File: config.mk
export PLATFORM = sky130hd
export DESIGN_NAME = nibble_serial_addsub
export DESIGN_NICKNAME = d
export VERILOG_FILES = /design/src/rtl/au_pkg.sv /design/src/rtl/add_sub_4b.sv /design/src/rtl/nibble_serial_addsub.sv
export SDC_FILE = /design/constraint.sdc
export NUM_CORES = 1
export LEC_CHECK = 0
export BUFFER_PORTS_ARGS = -buffer_cell sky130_fd_sc_hd__buf_2
export CAP_MARGIN = 20
export CORE_MARGIN = 2
export CORE_UTILIZATION = 54
export DETAILED_ROUTE_END_ITERATION = 7
export PLACE_DENSITY = 0.85
export SLEW_MARGIN = 10
export SYNTH_ARGS = -nofsm -noshare
export SYNTH_HDL_FRONTEND = slang
export SYNTH_SLANG_ARGS = --single-unit
File: constraint.sdc
create_clock -name clk -period 3.7 [get_ports clk]
set_input_delay 0.555 -clock clk [delete_from_list [all_inputs] [get_ports clk]]
set_output_delay 0.555 -clock clk [all_outputs]
set_load 0.02 [all_outputs]
File: src/rtl/au_pkg.sv
// Shared types and constants for the nibble-serial add/sub engine.
// Holds the sequencer state encoding, opcode values and the slice width.
package au_pkg;

   typedef enum logic [1:0] {
      IDLE = 2'd0,
      RUN  = 2'd1,
      DONE = 2'd2
   } au_state_t;

   localparam logic OP_ADD = 1'b0;
   localparam logic OP_SUB = 1'b1;

   localparam int NIBBLE_W = 4;

   // Two's-complement overflow rule shared by the sequencer.
   function automatic logic signed_ovf(input logic a_msb,
                                       input logic b_msb,
                                       input logic op,
                                       input logic res_msb);
      return (a_msb == (b_msb ^ op)) && (res_msb != a_msb);
   endfunction

endpackage

File: src/rtl/add_sub_4b.sv
// 4-bit carry-lookahead add/subtract slice.
// ctrl = 1 inverts b; the +1 of two's-complement subtraction enters through cin.
module add_sub_4b
   import au_pkg::*;
(
   input  logic [NIBBLE_W-1:0] a,
   input  logic [NIBBLE_W-1:0] b,
   input  logic                cin,
   input  logic                ctrl,
   output logic [NIBBLE_W-1:0] sum,
   output logic                cout
);

   logic [NIBBLE_W-1:0] b_eff;
   logic [NIBBLE_W-1:0] g;
   logic [NIBBLE_W-1:0] p;
   logic [NIBBLE_W:0]   c;

   assign b_eff = b ^ {NIBBLE_W{ctrl}};
   assign g     = a & b_eff;
   assign p     = a ^ b_eff;

   // Flattened lookahead carries: every carry depends only on g, p and cin.
   assign c[0] = cin;
   assign c[1] = g[0] | (p[0] & cin);
   assign c[2] = g[1] | (p[1] & g[0]) | (p[1] & p[0] & cin);
   assign c[3] = g[2] | (p[2] & g[1]) | (p[2] & p[1] & g[0])
               | (p[2] & p[1] & p[0] & cin);
   assign c[4] = g[3] | (p[3] & g[2]) | (p[3] & p[2] & g[1])
               | (p[3] & p[2] & p[1] & g[0])
               | (p[3] & p[2] & p[1] & p[0] & cin);

   assign sum  = p ^ c[NIBBLE_W-1:0];
   assign cout = c[NIBBLE_W];

endmodule

File: src/rtl/nibble_serial_addsub.sv
// Multi-cycle WIDTH-bit add/sub: one nibble per cycle through a 4-bit CLA slice.
// Define AU_SAT_EN to clamp overflowing results to the signed limit.
module nibble_serial_addsub
   import au_pkg::*;
#(
   parameter int WIDTH = 16
) (
   input  logic             clk,
   input  logic             rst,
   input  logic             in_valid,
   output logic             in_ready,
   input  logic [WIDTH-1:0] a,
   input  logic [WIDTH-1:0] b,
   input  logic             op,
   output logic             out_valid,
   input  logic             out_ready,
   output logic [WIDTH-1:0] result,
   output logic             carry,
   output logic             ovf,
   output logic             zero,
   output logic             busy
);

   localparam int NIB   = WIDTH / NIBBLE_W;
   localparam int CNT_W = (NIB > 1) ? $clog2(NIB) : 1;

   generate
      if ((WIDTH % NIBBLE_W) != 0 || WIDTH < NIBBLE_W) begin : g_bad_width
         $error("nibble_serial_addsub: WIDTH must be a multiple of 4 and >= 4");
      end
   endgenerate

   // Handshake: a transfer happens on an edge where valid and ready are both
   // high; in_ready is high only in IDLE, out_valid only in DONE.

   au_state_t        state_q;
   logic [CNT_W-1:0] nib_cnt_q;
   logic [WIDTH-1:0] a_q;
   logic [WIDTH-1:0] b_q;
   logic             op_q;
   logic             carry_reg_q;
   logic [WIDTH-1:0] result_q;
   logic [WIDTH-1:0] result_d;
   logic             carry_q;
   logic             ovf_q;
   logic             ovf_d;
   logic             zero_q;

   logic [NIBBLE_W-1:0] a_nib;
   logic [NIBBLE_W-1:0] b_nib;
   logic [NIBBLE_W-1:0] slice_sum;
   logic                slice_cout;
   logic                last_nib;

   // Constant-index nibble mux keeps the selects static and lint-clean.
   always_comb begin
      a_nib    = '0;
      b_nib    = '0;
      result_d = result_q;
      for (int n = 0; n < NIB; n++) begin
         if (nib_cnt_q == CNT_W'(n)) begin
            a_nib = a_q[n*NIBBLE_W +: NIBBLE_W];
            b_nib = b_q[n*NIBBLE_W +: NIBBLE_W];
            result_d[n*NIBBLE_W +: NIBBLE_W] = slice_sum;
         end
      end
   end

   add_sub_4b u_slice (
      .a    (a_nib),
      .b    (b_nib),
      .cin  (carry_reg_q),
      .ctrl (op_q),
      .sum  (slice_sum),
      .cout (slice_cout)
   );

   assign last_nib = (nib_cnt_q == CNT_W'(NIB - 1));

   // On the final step the top nibble comes straight from the slice.
   logic [WIDTH-1:0] result_fin;
   always_comb begin
      ovf_d      = signed_ovf(a_q[WIDTH-1], b_q[WIDTH-1], op_q, slice_sum[NIBBLE_W-1]);
      result_fin = result_d;
`ifdef AU_SAT_EN
      if (ovf_d) begin
         result_fin = a_q[WIDTH-1] ? {1'b1, {(WIDTH-1){1'b0}}}
                                   : {1'b0, {(WIDTH-1){1'b1}}};
      end
`endif
   end

   always_ff @(posedge clk) begin
      if (rst) begin
         state_q     <= IDLE;
         nib_cnt_q   <= '0;
         a_q         <= '0;
         b_q         <= '0;
         op_q        <= OP_ADD;
         carry_reg_q <= 1'b0;
         result_q    <= '0;
         carry_q     <= 1'b0;
         ovf_q       <= 1'b0;
         zero_q      <= 1'b0;
      end else begin
         case (state_q)
            IDLE: begin
               if (in_valid) begin
                  a_q         <= a;
                  b_q         <= b;
                  op_q        <= op;
                  nib_cnt_q   <= '0;
                  carry_reg_q <= (op == OP_SUB);
                  state_q     <= RUN;
               end
            end
            RUN: begin
               carry_reg_q <= slice_cout;
               if (last_nib) begin
                  result_q <= result_fin;
                  carry_q  <= slice_cout;
                  ovf_q    <= ovf_d;
                  zero_q   <= (result_fin == '0);
                  state_q  <= DONE;
               end else begin
                  result_q  <= result_d;
                  nib_cnt_q <= nib_cnt_q + 1'b1;
               end
            end
            DONE: begin
               if (out_ready) begin
                  state_q <= IDLE;
               end
            end
            default: state_q <= IDLE;
         endcase
      end
   end

   assign in_ready  = (state_q == IDLE);
   assign out_valid = (state_q == DONE);
   assign busy      = (state_q == RUN) || (state_q == DONE);
   assign result    = result_q;
   assign carry     = carry_q;
   assign ovf       = ovf_q;
   assign zero      = zero_q;

endmodule

======== After elaboration in Yosys (flattened, before gate mapping) ========
Cells that the tools add are included.
W data, S select, Z words.
cells by class
  add/sub/neg operators ................... 1
  eq/ne operators ......................... 11
  mux-type cells .......................... 21
  bitwise gates (word level) .............. 31
  reduce and logical (&&, ||, !) cells .... 11
operators with widths
  operator               count
  $mux W4                12
  $and A1 B1 Y1          16
  $logic_not A16 Y1      1
  $xor A4 B4 Y4          3
  $mux W2                5
  $or A1 B1 Y1           10
  $eq A2 B2 Y1 const B   3
  $ne A2 B2 Y1 const B   3
  $pmux W2 S3            1
  $reduce_and A2 Y1      3
  $reduce_and A3 Y1      2
  $and A4 B4 Y4          1
  $eq A2 B1 Y1 const B   2
  $logic_not A2 Y1       2
  $pmux W2 S2            1
  $add A2 B1 Y2 const B  1
  $ne A2 B1 Y1 const B   1
  $pmux W1 S2            1
  $reduce_bool A2 Y1     1
  $eq A1 B1 Y1           1
  $logic_and A1 B1 Y1    1
  $logic_or A1 B1 Y1     1
  $mux W1                1
  $ne A1 B1 Y1           1
  $xor A1 B1 Y1          1
storage, ports and cells
  bits in registers ....................... 57
  input bits .............................. 37
  output and inout port bits .............. 22

======== Longest topological paths before layout ========
  depth after elaboration ................. 14
  mapped depth ............................ 13
  gate-level depth less buffers ........... 11

======== Modules after synthesis ========
A second synthesis with hierarchy kept.
unflattened totals
  cell total of the unflattened synthesis .. 372
  area total of the unflattened synthesis .. 2885.3 µm²
by module, submodules not included
  module                times used  cells each  area an instance (µm²)  seq. area each (µm²)
  nibble_serial_addsub  1           355         2717.6                  1141.1
  add_sub_4b            1           17          167.7                   0.0

======== Worst setup path after synthesis ========
OpenSTA, ideal clock, no wires.
  kind .................................... flip-flop to flip-flop
  start ................................... reg nib_cnt_q[0]
  end ..................................... reg ovf_q, in the netlist ovf
  setup time .............................. 132 ps
  data arrival time ....................... 2664 ps
  path slack .............................. 904 ps
  cell stages (with the launch flop) ...... 14
  cell sequence ........................... dfxtp_1 > inv_1 > ha_1 > clkbuf_1 > buf_2 > nand3b_1 > a21oi_1 > a21oi_1 > o21ai_0 > ha_1 > a21o_2 > a211oi_4 > o2111a_1 > nor4_2
on the way
  cells in the longest elaborated chain, start to end .. 14
ends and longest elaborated chain
  item                                            RTL line                            RTL
  start: declaration                              nibble_serial_addsub.sv:37          logic [CNT_W-1:0] nib_cnt_q;
  start signal: assignment                        nibble_serial_addsub.sv:127         nib_cnt_q <= nib_cnt_q + 1'b1;
  $logic_not A2 Y1                                nibble_serial_addsub.sv:61          if (nib_cnt_q == CNT_W'(n)) begin
  $mux W4 (4 in a row)                            nibble_serial_addsub.sv:61
  $xor A4 B4 Y4                                   add_sub_4b.sv:19                    assign b_eff = b ^ {NIBBLE_W{ctrl}};
  $xor A4 B4 Y4 or $and A4 B4 Y4 (tied branches)  add_sub_4b.sv:21, add_sub_4b.sv:20
  $and A1 B1 Y1 (on tied branches)                add_sub_4b.sv:27, add_sub_4b.sv:28
  $or A1 B1 Y1, or another cell as far along      add_sub_4b.sv:27                    assign c[3] = g[2] | (p[2] & g[1]) | (p[2] & p[1] & g[0])
  $or A1 B1 Y1 or $and A1 B1 Y1 (tied branches)   add_sub_4b.sv:27, add_sub_4b.sv:28
  $or A1 B1 Y1                                    add_sub_4b.sv:28                    | (p[2] & p[1] & p[0] & cin);
  $xor A4 B4 Y4                                   add_sub_4b.sv:33                    assign sum = p ^ c[NIBBLE_W-1:0];
  $ne A1 B1 Y1                                    au_pkg.sv:21                        return (a_msb == (b_msb ^ op)) && (res_msb != a_msb);
  $logic_and A1 B1 Y1                             au_pkg.sv:21
  end signal: assignment                          nibble_serial_addsub.sv:122         ovf_q <= ovf_d;
  end: declaration                                nibble_serial_addsub.sv:45          logic ovf_q;
Several ways; a longest one is shown, not always the timed one.
A chain may end at the register's enable or synchronous reset.

======== Worst setup path in the final report ========
  start ................................... reg nib_cnt_q[1]
  end ..................................... reg zero_q, in the netlist zero
on the way
  cells in the longest elaborated chain, start to end .. 14
ends and longest elaborated chain
  item                                            RTL line                            RTL
  $logic_not A2 Y1                                nibble_serial_addsub.sv:61
  $mux W4 (4 in a row)                            nibble_serial_addsub.sv:61
  $xor A4 B4 Y4                                   add_sub_4b.sv:19
  $xor A4 B4 Y4 or $and A4 B4 Y4 (tied branches)  add_sub_4b.sv:21, add_sub_4b.sv:20
  $and A1 B1 Y1 (on tied branches)                add_sub_4b.sv:27, add_sub_4b.sv:28
  $or A1 B1 Y1, or another cell as far along      add_sub_4b.sv:27
  $or A1 B1 Y1 or $and A1 B1 Y1 (tied branches)   add_sub_4b.sv:27, add_sub_4b.sv:28
  $or A1 B1 Y1                                    add_sub_4b.sv:28
  $xor A4 B4 Y4                                   add_sub_4b.sv:33
  $mux W4                                         nibble_serial_addsub.sv:61
  $logic_not A16 Y1                               nibble_serial_addsub.sv:123         zero_q <= (result_fin == '0);
  end signal: assignment                          nibble_serial_addsub.sv:123
  end: declaration                                nibble_serial_addsub.sv:47          logic zero_q;
Several ways; a longest one is shown, not always the timed one.

==> run metrics <==
Max FO, Critical Path 25; share of the synthesized area in the top cell type 40.2%; Resize count post-CTS 0; Reg clk slew, reported paths around 0.060 ns; vias per cell 5.58; CP Launch Type flop; Final Setup Violations 0; ranking of synthesized cells by area dfxtp_1, nand2_1, a21oi_1; vias in the first global route around 2600; Synth-to-Final Area Change 16.5%; hold buffers post-CTS 0; unique cell type count in the Yosys netlist 50; Syn Nets 417; Core Area 5070 um2; Synth area leader dfxtp_1; CP peak stage delay 0.60 ns; GRT Total Usage 24.3%; Max-cap violations 0; Antenna Nets Post-Route 0; unrepaired setup endpoints after global routing no; Seq/Total Area, Yosys 40.2%; clock root buffer clkbuf_8; Fin. Hold Viols 0; Top FF cell, synth dfxtp_1; routed length per placed instance 13.7 um; routed vias 2710; H-tree levels 3; GRT overflow 0; fmax 299 MHz; yosys warns 0; Setup Total Neg Slack 0 ns; Top Family by Delay on Critical Path compound AO/OA/AOI/OAI gates; Peak VDD IR 0.000284 V; Max clock buf depth 2; # fillers 471; CP Buf/Inv Count 1; CTS Buf Count 9; Row Count 26; Worst setup EP type flop; Required @ worst endpoint 3.96 ns; Post-layout nets 461; port buffer count 58; setup ws final 0.360 ns; Placement Setup Slack 0.417 ns; drc violations 0; TritonCTS clock tree done; Synth Register Bits 57; final wirelength 6660 um; first-pass GRT wire length 11500 um; critical setup path kind reg -> reg; post-CTS setup buffer count 0; Post-synth EDFFs 0; most common cell in the netlist nand2_1; worst-margin pin slew roughly 1.0 ns; grt met1 use approximately 28%; die width 76.5 um; LEAKAGE 1.32 nW; min cycle time layout 3.34 ns; # IOs a little under 60; clock sinks 57; dpl hpwl about 4600 um; initial antenna violation count 0; met2 Use GR between 40% and 50%; gpl congestion 0.818; Die H between 70 and 80 um; critical path's most frequent cell a21oi_1; Commonest cells post-synth nand2_1, a21oi_1, dfxtp_1; largest net degree at the start of global routing ~60; Critical Path, Cell by Cell inv_1 -> ha_1 -> nand3b_1 -> a21oi_1 -> a21oi_1 -> o21ai_0 -> fa_1 -> nor2_1 -> nand4_1 -> o31a_1 -> a41oi_1; drt first pass iters 4; initial core utilization a little under three fifths; First DRT Iteration DRCs 222; Syn Area/Cell 7.70 um2; Max Clock Skew 0.00617 ns; status finished, final reports clean; slowest cell on the critical path fa_1; Synth async-reset ratio 0%; diode count 0; Rel. slew slack a little under a third; data arrival time of the critical path 3.60 ns; Netlist Area Pre-Place 2840 um2; Mapped Cells 368; layout cells sized above 1 20.4%; HP Class in -> reg; period utilization approximately 90%; gr busiest metal met2; clk_lat worst skew 0.34 ns; die area 5850 um2; grt met3 use 6.75%; Final Max Slew Viols 0; power per cell area about 480 nW/um2
## report_power, final
group / switching [mW] / total, mW / internal (mW)
sequential: 0.0310 / 0.687 / 0.656
combinational: 0.227 / 0.362 / 0.135
clock: 0.237 / 0.527 / 0.290
total: 0.495 / 1.58 / 1.08
## per-stage QoR
step	cells	area [um2]	total power [mW]	hold WS (ns)	utilization (%)
floorplan	368	2840	0.962	0.436	-
global placement	469	3090	1.04	0.442	61.0
detailed placement	469	3090	1.05	0.449	61.0
CTS	484	3270	1.57	0.444	64.5
global route	486	3300	1.66	0.455	65.1
finish	486	3300	1.58	0.450	65.1
## state kept, by name, indices dropped and copies added, names as in the netlist
name / cells
a_q: 16
b_q: 16
result: 16
nib_cnt_q: 2
state_q: 2
carry: 1
carry_reg_q: 1
op_q: 1
ovf: 1
zero: 1
## worst reg2reg max path, stage by stage (launching register included)
cell,delay [ns]
dfxtp_1,0.43
inv_1,0.11
ha_1,0.46
nand3b_1,0.28
a21oi_1,0.16
a21oi_1,0.06
o21ai_0,0.37
fa_1,0.60
nor2_1,0.16
nand4_1,0.12
o31a_1,0.33
a41oi_1,0.18
## final timing paths
path                start     end  slack (ns)  depth (start not counted)
max          nib_cnt_q[1]    zero        0.36                         11
min                  a[7]  a_q[7]        0.45                          3
max reg2reg  nib_cnt_q[1]    zero        0.36                         11
min reg2reg        a_q[1]  a_q[1]        0.46                          2
## logic make-up after synthesis
family,Yosys count,share of synthesized area (%)
and+or+nand+nor,144,22.5
AOI/OAI and AO/OA,108,23.3
DFF,57,40.2
buffers and inverters,39,5.78
adders and majority gates,12,5.56
xor gates and xnor gates,6,1.85
muxes,2,0.706
## metal layers
layer | vias to the layer above | share of wire, %
met3 | 12 | 6.4
li1 | 1358 | -
met1 | 1246 | 42
met2 | 94 | 50
met4 | 0 | 1.7
met5 | - | 0
## layout make-up
class                   count  area, um2  share of cell area, %
inverters                  12       45.0                   1.36
multi-input cells         272       1530                   46.3
well taps                  70       87.6                   2.65
repair buffers             60        320                   9.69
clock inverters             3       15.0                  0.454
flip-flops and latches     57       1140                   34.5
clock buffers              12        165                   5.00
## cell usage in the layout, fill, tap and decap left out, types with 4 or more instances in the layout
master     n
a21oi_1   69
inv_1     12
xnor2_1    5
dfxtp_1   57
nand3_1    6
clkbuf_8  12
nand3b_1   5
nor3_1     4
a311oi_1   4
nand2_1   98
a22oi_1    5
o21ai_0    9
nor2_1    10
nand4_1    7
ha_1      11
buf_2     58
Power figures use the tool's default switching activity.
